==> src/rtl/serial_word_rx_pkg.sv <==
// -----------------------------------------------------------------------------
// serial_word_rx_pkg
// Shared definitions for the serial word receiver:
//   - receiver FSM state encoding (legacy constants plus a typed enum)
//   - serial line levels for the start, stop and idle conditions
//   - cnt_width(): bit-counter width needed to count WIDTH data bits
// -----------------------------------------------------------------------------
package serial_word_rx_pkg;

    // Legacy state codes. The enum below is built on these values so that
    // waveforms and older tooling that decode the raw 2-bit code still work.
    localparam logic [1:0] ST_IDLE   = 2'd0;
    localparam logic [1:0] ST_DATA   = 2'd1;
    localparam logic [1:0] ST_PARITY = 2'd2;
    localparam logic [1:0] ST_STOP   = 2'd3;

    typedef enum logic [1:0] {
        IDLE   = ST_IDLE,
        DATA   = ST_DATA,
        PARITY = ST_PARITY,
        STOP   = ST_STOP
    } state_e;

    // Serial line levels
    localparam logic START_BIT  = 1'b0;
    localparam logic STOP_BIT   = 1'b1;
    localparam logic IDLE_LEVEL = 1'b1;

    // Smallest counter width that can index WIDTH data bits (never below 1).
    function automatic int cnt_width(input int width);
        int res;
        res = 1;
        for (int i = 31; i >= 1; i--) begin
            if ((32'd1 << i) >= width) begin
                res = i;
            end
        end
        return res;
    endfunction

endpackage

==> src/rtl/serial_word_rx_word_hold_reg.sv <==
// -----------------------------------------------------------------------------
// word_hold_reg
// One-deep valid/ready output register for the serial word receiver.
// Owns the delivery, consume and overrun decisions.
//
// Ports:
//   clk        in   clock, rising edge
//   rst        in   asynchronous active-high reset
//   i_load     in   a completed, well-framed word is offered this cycle
//   i_data     in   offered word
//   i_perr     in   parity mismatch flag travelling with the offered word
//   i_ready    in   consumer accepts o_data this cycle
//   o_data     out  held word (keeps its value after being consumed)
//   o_valid    out  o_data holds an unconsumed word
//   o_perr     out  parity flag of the held word
//   o_overrun  out  one-cycle pulse: offered word dropped, register was full
// -----------------------------------------------------------------------------
module word_hold_reg #(
    parameter int WIDTH = 4
) (
    input  logic             clk,
    input  logic             rst,
    input  logic             i_load,
    input  logic [WIDTH-1:0] i_data,
    input  logic             i_perr,
    input  logic             i_ready,
    output logic [WIDTH-1:0] o_data,
    output logic             o_valid,
    output logic             o_perr,
    output logic             o_overrun
);

    logic [WIDTH-1:0] r_data;
    logic             r_valid;
    logic             r_perr;
    logic             r_overrun;

    // Load / consume / overrun decision for the holding register.
    always_ff @(posedge clk or posedge rst) begin
        if (rst) begin
            r_data    <= '0;
            r_valid   <= 1'b0;
            r_perr    <= 1'b0;
            r_overrun <= 1'b0;
        end else begin
            r_overrun <= 1'b0;
            if (i_load) begin
                // A consume in the same cycle frees the slot, so the new word
                // replaces the departing one without loss.
                if (!r_valid || i_ready) begin
                    r_data  <= i_data;
                    r_perr  <= i_perr;
                    r_valid <= 1'b1;
                end else begin
                    r_overrun <= 1'b1;
                end
            end else if (r_valid && i_ready) begin
                r_valid <= 1'b0;
            end else begin
                r_valid <= r_valid;
            end
        end
    end

    assign o_data    = r_data;
    assign o_valid   = r_valid;
    assign o_perr    = r_perr;
    assign o_overrun = r_overrun;

endmodule

==> src/rtl/serial_word_rx.sv <==
// -----------------------------------------------------------------------------
// serial_word_rx
// Deframes a start / data (LSB first) / optional parity / stop serial stream,
// sampled only on sin_valid strobes, into parallel words presented through a
// one-deep valid/ready register.
//
// Ports:
//   clk         in   clock, rising edge
//   rst         in   asynchronous active-high reset
//   sin_valid   in   bit strobe; sin is sampled only when this is 1
//   sin         in   serial data, idle level 1
//   dout        out  received word
//   dout_valid  out  dout holds an unconsumed word
//   dout_ready  in   consumer accepts dout this cycle
//   parity_err  out  parity mismatch of the word in dout (held with dout)
//   frame_err   out  one-cycle pulse: stop bit sampled as 0
//   overrun     out  one-cycle pulse: good word dropped, output register full
//   busy        out  receiver is inside a frame (state != IDLE)
// -----------------------------------------------------------------------------
module serial_word_rx
    import serial_word_rx_pkg::*;
#(
    parameter int WIDTH      = 4,
    parameter bit PARITY_EN  = 1'b1,
    parameter bit ODD_PARITY = 1'b0
) (
    input  logic             clk,
    input  logic             rst,
    input  logic             sin_valid,
    input  logic             sin,
    output logic [WIDTH-1:0] dout,
    output logic             dout_valid,
    input  logic             dout_ready,
    output logic             parity_err,
    output logic             frame_err,
    output logic             overrun,
    output logic             busy
);

    localparam int             CW       = cnt_width(WIDTH);
    localparam logic [CW-1:0]  CNT_LAST = CW'(WIDTH - 1);

    // Mismatch between a received parity bit and the parity of the word.
    function automatic logic parity_mismatch(input logic i_bit,
                                             input logic [WIDTH-1:0] i_word);
        logic w_exp;
        w_exp = ODD_PARITY ? ~^i_word : ^i_word;
        return (i_bit != w_exp);
    endfunction

    state_e           r_state;
    state_e           w_state_nxt;
    logic [CW-1:0]    r_cnt;
    logic [CW-1:0]    w_cnt_nxt;
    logic [WIDTH-1:0] r_shift;
    logic [WIDTH-1:0] w_shift_nxt;
    logic             r_par_err;
    logic             w_par_err_nxt;
    logic             w_deliver;
    logic             w_frame_bad;
    logic             r_frame_err;
    logic             w_perr_out;

    // Next-state, counter, shift register and frame-end decode.
    always_comb begin
        w_state_nxt   = r_state;
        w_cnt_nxt     = r_cnt;
        w_shift_nxt   = r_shift;
        w_par_err_nxt = r_par_err;
        w_deliver     = 1'b0;
        w_frame_bad   = 1'b0;
        if (sin_valid) begin
            case (r_state)
                IDLE: begin
                    if (sin == START_BIT) begin
                        w_state_nxt = DATA;
                        w_cnt_nxt   = '0;
                    end else begin
                        w_state_nxt = IDLE;
                    end
                end
                DATA: begin
                    // LSB arrives first, so shifting right into the MSB leaves
                    // the word in natural order after WIDTH strobes.
                    w_shift_nxt = {sin, r_shift[WIDTH-1:1]};
                    w_cnt_nxt   = r_cnt + CW'(1);
                    if (r_cnt == CNT_LAST) begin
                        w_state_nxt = PARITY_EN ? PARITY : STOP;
                    end else begin
                        w_state_nxt = DATA;
                    end
                end
                PARITY: begin
                    w_par_err_nxt = parity_mismatch(sin, r_shift);
                    w_state_nxt   = STOP;
                end
                STOP: begin
                    if (sin == STOP_BIT) begin
                        w_deliver = 1'b1;
                    end else begin
                        w_frame_bad = 1'b1;
                    end
                    w_state_nxt = IDLE;
                end
                default: begin
                    w_state_nxt = IDLE;
                end
            endcase
        end else begin
            w_state_nxt = r_state;
        end
    end

    // Receiver state registers and the framing-error pulse.
    always_ff @(posedge clk or posedge rst) begin
        if (rst) begin
            r_state     <= IDLE;
            r_cnt       <= '0;
            r_shift     <= '0;
            r_par_err   <= 1'b0;
            r_frame_err <= 1'b0;
        end else begin
            r_state     <= w_state_nxt;
            r_cnt       <= w_cnt_nxt;
            r_shift     <= w_shift_nxt;
            r_par_err   <= w_par_err_nxt;
            r_frame_err <= w_frame_bad;
        end
    end

    assign w_perr_out = PARITY_EN ? r_par_err : 1'b0;

    word_hold_reg #(
        .WIDTH (WIDTH)
    ) u_hold (
        .clk       (clk),
        .rst       (rst),
        .i_load    (w_deliver),
        .i_data    (r_shift),
        .i_perr    (w_perr_out),
        .i_ready   (dout_ready),
        .o_data    (dout),
        .o_valid   (dout_valid),
        .o_perr    (parity_err),
        .o_overrun (overrun)
    );

    assign frame_err = r_frame_err;
    assign busy      = (r_state != IDLE);

endmodule

==> config.mk <==
export PLATFORM = sky130hd
export DESIGN_NAME = serial_word_rx
export DESIGN_NICKNAME = d
export VERILOG_FILES = /design/src/rtl/serial_word_rx_pkg.sv /design/src/rtl/serial_word_rx_word_hold_reg.sv /design/src/rtl/serial_word_rx.sv
export SDC_FILE = /design/constraint.sdc
export NUM_CORES = 1
export LEC_CHECK = 0
export BUFFER_PORTS_ARGS = -buffer_cell sky130_fd_sc_hd__clkbuf_2
export CAP_MARGIN = 20
export CORE_MARGIN = 4
export CORE_UTILIZATION = 40
export CTS_CLUSTER_DIAMETER = 150
export DETAILED_ROUTE_END_ITERATION = 10
export PLACE_DENSITY = 0.73
export SYNTH_ARGS = -nofsm -noshare
export SYNTH_HDL_FRONTEND = slang
export SYNTH_SLANG_ARGS = --single-unit
==> constraint.sdc <==
create_clock -name clk -period 1.6 [get_ports clk]
set_input_delay 0.24 -clock clk [delete_from_list [all_inputs] [get_ports clk]]
set_output_delay 0.24 -clock clk [all_outputs]
set_load 0.005 [all_outputs]
* After elaboration in Yosys (flattened, before gate mapping) *
Index checks and enable logic that the tools add are counted.

word-level totals
  bits of input ports = 5
  output and inout bits = 9
  logic and storage cells = 46
  flip-flop bits (word level) = 17

cells by class
  reductions and logical operators = 13
  add/subtract/negate cells = 1
  mux-type cells = 16
  equal/unequal tests = 7

operators with widths
  operator             count
  $mux 1               12
  $pmux 2 s4           1
  $reduce_and 2->1     4
  $eq 2x2->1 const B   3
  $reduce_bool 2->1    3
  $mux 2               2
  $ne 2x2->1 const B   2
  $pmux 2 s2           1
  $reduce_xor 4->1     1
  $reduce_and 3->1     1
  $add 2x1->2 const B  1
  $eq 2x1->1 const B   1
  $logic_not 2->1      1
  $logic_and 1x1->1    1
  $logic_not 1->1      1
  $logic_or 1x1->1     1
  $ne 1x1->1           1

* Depth between registers and ports, before layout *
Gate-level depths: netlist of the first run.

  depth in word-level cells = 5
  mapped depth = 4
  mapped depth without buffers = 4

* Modules after synthesis *
From an unflattened synthesis of the first run, not the netlist that was laid out.

unflattened totals
  cell total of the unflattened synthesis = 64
  area total of the unflattened synthesis = 799.5 um^2

modules (own cells, without submodules)
  module          times used  sequential area each (um^2)  cells each  area each (um^2)
  serial_word_rx  1           250.2                        46          509.2
  word_hold_reg   1           175.2                        18          290.3

* Least setup slack after synthesis of the first run *
No wires, ideal clock.

  path kind = register -> register
  from = reg (tool-made name)
  to = reg u_hold.r_data[0], in the netlist u_hold.o_data[0]
  clock period less this slack = 1.308 ns
  cell stages (with the launch flop) = 5
  path buffers = 1
  data required time = 1.475 ns
  setup time = 0.125 ns
  data arrival time = 1.183 ns
  setup slack = 0.292 ns
  path through = dfrtp_1 -> buf_2 -> nand4_1 -> nor2b_2 -> mux2_2

RTL lines
  item                  line                                RTL
  end signal, assigned  serial_word_rx_word_hold_reg.sv:51  r_data <= i_data;
  end, declared         serial_word_rx_word_hold_reg.sv:33  logic [WIDTH-1:0] r_data;

==> results of run 1 <==
==> power by group <==
group | internal, uW | switching, uW | leakage, uW
registers | 590 | 142 | 0.000221
logic | 327 | 184 | 0.000200
clock network | 92.7 | 132 | 0.0000177
total | 1010 | 458 | 0.000439
==> registers in the layout (all words and copies together) (netlist names), named ones only <==
name and count:
frame_err 1, u_hold.o_perr 1, r_state 1, u_hold.o_data 4, u_hold.o_overrun 1, u_hold.o_valid 1
r_cnt 2, r_shift 4, r_par_err 1
==> area by class of cell <==
class / count / area share [%]
sequential: 17 / 49.5
clock inverter: 1 / 0.582
timing repair buffer: 13 / 7.57
multi-input combinational: 39 / 34.8
clock buffer: 3 / 2.62
inverter: 3 / 1.31
tap: 25 / 3.64
==> worst max-delay path: stages (launching register included) <==
cell	delay (ns)
dfrtp_1	0.49
nand4_1	0.20
nor2b_2	0.29
mux2_2	0.37
==> final timing paths <==
kind / from / slack, ns / end / depth (start not counted)
max: flop / 0.14 / u_hold.o_data[3] / 3
min: rst / -0.006 / r_par_err / 2
max in group asynchronous: rst / 1.21 / r_cnt[1] / 2
min in group clk: sin / 0.19 / frame_err / 2
min reg2reg: r_par_err / 0.48 / r_par_err / 2
max reg2reg: flop / 0.14 / u_hold.o_data[3] / 3
==> kinds of logic (layout without fill, tap and decap cells) <==
family | count (synthesis) | after routing | share of synthesized area (%)
and+or+nand+nor | 16 | 16 | 12.1
muxes | 8 | 8 | 13.6
DFF | 17 | 17 | 57.0
adders and majority gates | 1 | 1 | 1.68
buffers and inverters | 5 | 20 | 2.85
xor gates and xnor gates | 3 | 3 | 5.37
AOI/OAI and AO/OA | 11 | 11 | 7.38
==> per-stage QoR <==
stage	setup WS (ns)	hold slack, ns	area, sq um
after floorplan	0.292	0.166	746
after global placement	0.208	0.332	832
after detailed placement	0.158	0.330	832
after CTS	0.139	0.0160	860
after global routing	0.0631	0.0547	860
final	0.143	-0.00569	860
==> synthesized netlist by cell type <==
cell	number
dfrtp_1	17
o21ai_0	11
mux2_2	5
nand2_1	5
inv_1	3
mux2_4	3
nand2b_1	3
buf_2	2
xnor2_1	2
ha_1	1
nand3b_1	1
nand4_1	1
nor2_1	1
nor2b_1	1
nor2b_2	1
nor3b_1	1
or2_1	1
or2_2	1
xnor3_1	1
==> per-layer routing <==
metal	track usage, %	vias to the layer above	part of all wire, %
met5	0	-	0
met4	6.73	0	0.88
met3	2.92	2	5.4
met2	15.5	11	46
met1	12.5	235	48
li1	-	233	-
==> qor.csv, run 1 <==
stage,metric,value,unit
status,status,"complete, but fails checks",
status,failing checks,negative hold slack,
placed_design,I/O Buffers,13,
drt,post-detailed-route count of antenna-violating nets,0,
drt,drt pass-1 iters,4,
finish,multi-input logic area,299,sq um
sta,Max-slew headroom,59.1,%
synth,"area leader, netlist",dfrtp_1,
synth,Syn. warnings,0,
sta,Slew @ Worst Pin,0.613,ns
cts,clock buffer count from CTS,3,
synth,Syn Inst Count,61,
floorplan,die area,0.00262,sq mm
sta,"Hold Vio Cnt, Final",17,
floorplan,Std-Cell Rows,15,
drt,drc violations,0,
finish,"commonest non-fill, non-tap cell in the layout",dfrtp_1,
synth,Avg Inst Size Synth,12.2,sq um
sta,final setup TNS,0,ns
cts,root buffer cell,clkbuf_4,
drt,Avg WL per Cell,11.3,um
sta,Slew Limit Fails,0,
worst_setup_path,Worst Path Arrival,1.63,ns
drt,Via density,4.76,
placed_design,final estimated routing congestion in global placement,0.794,
finish,post-route insts no fill,101,
finish,Filler Cells Inserted,171,
cts,Clock Tree Buf Depth,2,
floorplan,core area,0.00175,sq mm
synth,"Cell Area, Synth",746,sq um
placed_design,DP Cell Count,97,
floorplan,Die Ht,51.2,um
global_route,vias in the first global route,453,
sta,Layout Skew,0.00106,ns
synth,"Seq/Total Area, Yosys",57.0,%
global_route,All-Layer GR Usage,10.2,%
pwr,pwr/cell area,1710,mW/mm^2
pwr,maximum VDD drop,792,uV
finish,number of diodes,0,
synth,synthesis-stage register bit count,17,
synth,Mapped Nets,67,
sta,# setup viols final,0,
worst_setup_path,critical path class,flop to flop,
worst_setup_path,CP Launch Type,flop,
sta,"Min Clock Period, post-route",1.46,ns
global_route,grt total ovfl,0,
global_route,largest net degree at the start of global routing,18,
drt,DRT iter0 DRCs,11,
worst_setup_path,critical path endpoint category,flop,
finish,most frequent cells in the layout,"dfrtp_1 (17), clkbuf_2 (13), o21ai_0 (11), nand2_1 (5), mux2_2 (5)",
cts,H-tree levels,1,
sta,Fin Hold WS,-0.00569,ns
synth,area share of the largest cell type after synthesis,57.0,%
synth,synth top area cells,"dfrtp_1 (57%), mux2_2 (7.6%), o21ai_0 (7.4%), mux2_4 (6.0%), xnor3_1 (3.0%)",
floorplan,I/O Pins,14,
cts,Post-CTS Setup Bufs,0,
worst_setup_path,CP max FO,11,
min_path,min-delay worst type,input pin to async pin,
floorplan,starting density of the core,42.7,%
cts,CTS tree,yes,
cts,insertion delay to the later sink of the worst-skew pair,0.28,ns
placed_design,DP HPWL,868,um
cts,hold buffers post-CTS,0,
floorplan,Die Width,51.2,um
drt,WL final,1.14,mm
sta,Tcrit/Tclk final,91.0,%
synth,Yosys cell types,19,
cts,clk slew on worst S/H paths,0.10,ns
sta,unrepaired setup endpoints after global routing,false,
finish,Post-Route Utilization,49.2,%
cts,Sink Count,17,
finish,register area,425,sq um
finish,post-layout net count,83,
global_route,first-pass GRT wire length,1.99,mm
pwr,total power,1470,uW
cts,cts repair resizes,0,
pwr,Lkg Pwr,0.000439,uW
job,max-cap viol count,0,
finish,Area growth syn-to-layout,15.3,%
drt,via count,481,
global_route,initial antenna violation count,0,
finish,layout cells sized above 1,35.5,%
sta,fmax,686,MHz
worst_setup_path,Critical Path RT,1.78,ns
Power figures use the tool's default switching activity.
==> run 2, diff against run 1 <==
- RECOVER_POWER: not set -> 100
==> run 2 against run 1 <==
Compared with the run above:
- the run still ends with negative hold slack left
- worst hold slack worse by 0.0013 ns
- cell count is the same
- clock power barely moved
- setup slack worse by 0.0069 ns
- clock skew increased by 0.0011 ns
- die area did not move
- count of clock-buffer cells in the layout unchanged
- fmax decreased by 0.47%
- combinational power shrank 11%
- final area is 2.0% lower
- first-iteration DRC count stayed put
- critical endpoint unchanged
- highest routed layer unchanged
==> qor.csv, run 2 (synthesized netlist as in run 1, its figures left out) <==
stage,metric,value,unit,change
floorplan,Die Width,51.2,um,unchanged
pwr,Logic pwr share,32.4,%,-2.4 points
status,failing checks,negative hold slack,,
sta,Max-slew headroom,59.1,%,about the same
pwr,pwr/cell area,1680,mW/mm^2,-1.9%
worst_setup_path,CP max FO,11,,unchanged
cts,root buffer cell,clkbuf_4,,
cts,CTS tree,yes,,
global_route,All-Layer GR Usage,10.2,%,unchanged
sta,fmax,683,MHz,-0.47%
worst_setup_path,"CP delay by family, top",flip-flops,,
sta,Slew @ Worst Pin,0.613,ns,-0.000522 ns
placed_design,Area after DPL,832,sq um,unchanged
sta,unrepaired setup endpoints after global routing,false,,
cts,clk slew on worst S/H paths,0.10,ns,about the same
worst_setup_path,Critical Path RT,1.78,ns,about the same
cts,Post-CTS Setup Bufs,0,,unchanged
sta,"Min Clock Period, post-route",1.46,ns,+0.00687 ns
sta,final setup TNS,0,ns,unchanged
placed_design,final estimated routing congestion in global placement,0.794,,unchanged
placed_design,dpl ws,0.158,ns,unchanged
worst_setup_path,CP cell instances,nand4_1 -> nor2b_2 -> mux2_2,,
pwr,Clk pwr share,15.9,%,+0.6 points
global_route,vias in the first global route,453,,unchanged
finish,most frequent cells in the layout,"dfrtp_1 (17), o21ai_0 (11), clkbuf_2 (8)",,
pwr,Sw Pwr,452,uW,-1.4%
cts,Clock Tree Buf Depth,2,,unchanged
floorplan,die area,0.00262,sq mm,unchanged
worst_setup_path,worst reg2reg path depth,3,,unchanged
global_route,GRT met3 Usage,2.92,%,unchanged
sta,"Hold Vio Cnt, Final",17,,unchanged
drt,WL final,1.14,mm,about the same
pwr,Seq pwr share,51.7,%,+1.8 points
drt,Avg WL per Cell,11.3,um,about the same
floorplan,starting density of the core,42.7,%,unchanged
drt,Via density,4.70,,-1.2%
worst_setup_path,critical path's slowest cell,dfrtp_1,,
min_path,min-delay worst type,input pin to async pin,,
worst_setup_path,Worst Path Arrival,1.64,ns,about the same
floorplan,core area,0.00175,sq mm,unchanged
finish,"commonest non-fill, non-tap cell in the layout",dfrtp_1,,
cts,clock buffer count from CTS,3,,unchanged
placed_design,I/O Buffers,13,,unchanged
floorplan,Die Ht,51.2,um,unchanged
cts,insertion delay to the later sink of the worst-skew pair,0.28,ns,about the same
finish,number of diodes,0,,unchanged
drt,post-detailed-route count of antenna-violating nets,0,,unchanged
worst_setup_path,CP Launch Type,flop,,
cts,Sink Count,17,,unchanged
placed_design,DP HPWL,868,um,unchanged
finish,Filler Cells Inserted,179,,+4.7%
finish,Final Cell Area,842,sq um,-2.0%
global_route,M2 GR Usage,15.5,%,unchanged
finish,layout cells sized above 1,25.0,%,-11 points
worst_setup_path,Reg2Reg Setup Slack,0.14,ns,about the same
finish,register area,425,sq um,unchanged
global_route,GR Layer Usage met1,12.5,%,unchanged
worst_setup_path,critical path class,flop to flop,,
floorplan,Std-Cell Rows,15,,unchanged
worst_setup_path,reg2reg end,u_hold.o_data[3],,
cts,hold buffers post-CTS,0,,unchanged
pwr,Int Power,959,uW,-5.0%
sta,Layout Skew,0.00221,ns,+0.00115 ns
global_route,largest net degree at the start of global routing,18,,unchanged
drt,drt pass-1 iters,4,,unchanged
floorplan,I/O Pins,14,,unchanged
finish,multi-input logic area,288,sq um,-3.8%
sta,# setup viols final,0,,unchanged
cts,H-tree levels,1,,unchanged
finish,Area growth syn-to-layout,12.9,%,
sta,Slew Limit Fails,0,,unchanged
pwr,maximum VDD drop,776,uV,-2.0%
drt,drc violations,0,,unchanged
global_route,grt total ovfl,0,,unchanged
drt,DRT iter0 DRCs,11,,unchanged
status,status,"complete, but fails checks",,
worst_setup_path,critical path endpoint category,flop,,
cts,cts repair resizes,0,,unchanged
finish,post-layout net count,83,,unchanged
worst_setup_path,"Largest stage delay, worst path",0.50,ns,about the same
global_route,initial antenna violation count,0,,unchanged
global_route,first-pass GRT wire length,1.99,mm,unchanged
sta,final setup slack of the worst path,0.136,ns,-0.00687 ns
pwr,sw frac,32.0,%,+0.81 points
sta,Fin Hold WS,-0.00697,ns,-0.00128 ns
drt,via count,475,,-1.2%
job,max-cap viol count,0,,unchanged
global_route,busiest layer in global routing,met2,,
worst_setup_path,CP bufs+invs,0,,unchanged
pwr,Lkg Pwr,0.000409,uW,-6.7%
sta,Tcrit/Tclk final,91.5,%,+0.43 points
[run 2: changes by cell type in the layout (fill, tap and decap cells not counted)]
cell,previous run,this run
or2_0,0,1
mux2_1,0,3
clkbuf_2,13,8
clkbuf_1,0,5
or2_1,1,0
mux2_4,3,0
[run 2: power by group through the flow]
stage                     sequential [uW]  combinational [uW]  clock (uW)
after floorplan                       697                 425           0
after global placement                736                 513           0
after detailed placement              744                 522           0
after CTS                             735                 524         229
after global routing                  754                 519         252
final                                 729                 457         225
[run 2: how the worst max path moves through the flow]
stage,startpoint,endpoint,slack (ns),cells past startpoint
after floorplan,flop,u_hold.o_data[0],0.29,4
after global placement,flop,u_hold.o_data[2],0.21,3
after detailed placement,flop,u_hold.o_data[0],0.16,3
after CTS,flop,u_hold.o_data[3],0.14,3
after global routing,flop,u_hold.o_data[3],0.06,3
final,flop,u_hold.o_data[3],0.14,3
[run 2: per-stage QoR]
stage / hold slack (ns) / std cells / total power [uW] / util (%)
global placement: 0.332 / 97 / 1250 / 47.7
detailed placement: 0.330 / 97 / 1270 / 47.7
CTS: 0.0160 / 101 / 1490 / 49.2
global route: 0.0547 / 101 / 1530 / 48.2
floorplan: 0.166 / 61 / 1120 / -
finish: -0.00697 / 101 / 1410 / 48.2
[run 2: final cells by class]
| class | count | share of cell area (%) |
|---|---|---|
| Clock buffer | 3 | 2.67 |
| Clock inverter | 1 | 0.594 |
| Inverter | 3 | 1.34 |
| Multi-Input combinational cell | 39 | 34.2 |
| Sequential cell | 17 | 50.5 |
| Tap cell | 25 | 3.71 |
| Timing Repair Buffer | 13 | 6.98 |
[run 2: per-layer routing]
layer,wire length (um),share of wire (%)
met4,10,0.88
met3,61,5.4
met1,548,48
met2,517,45
met5,0,0
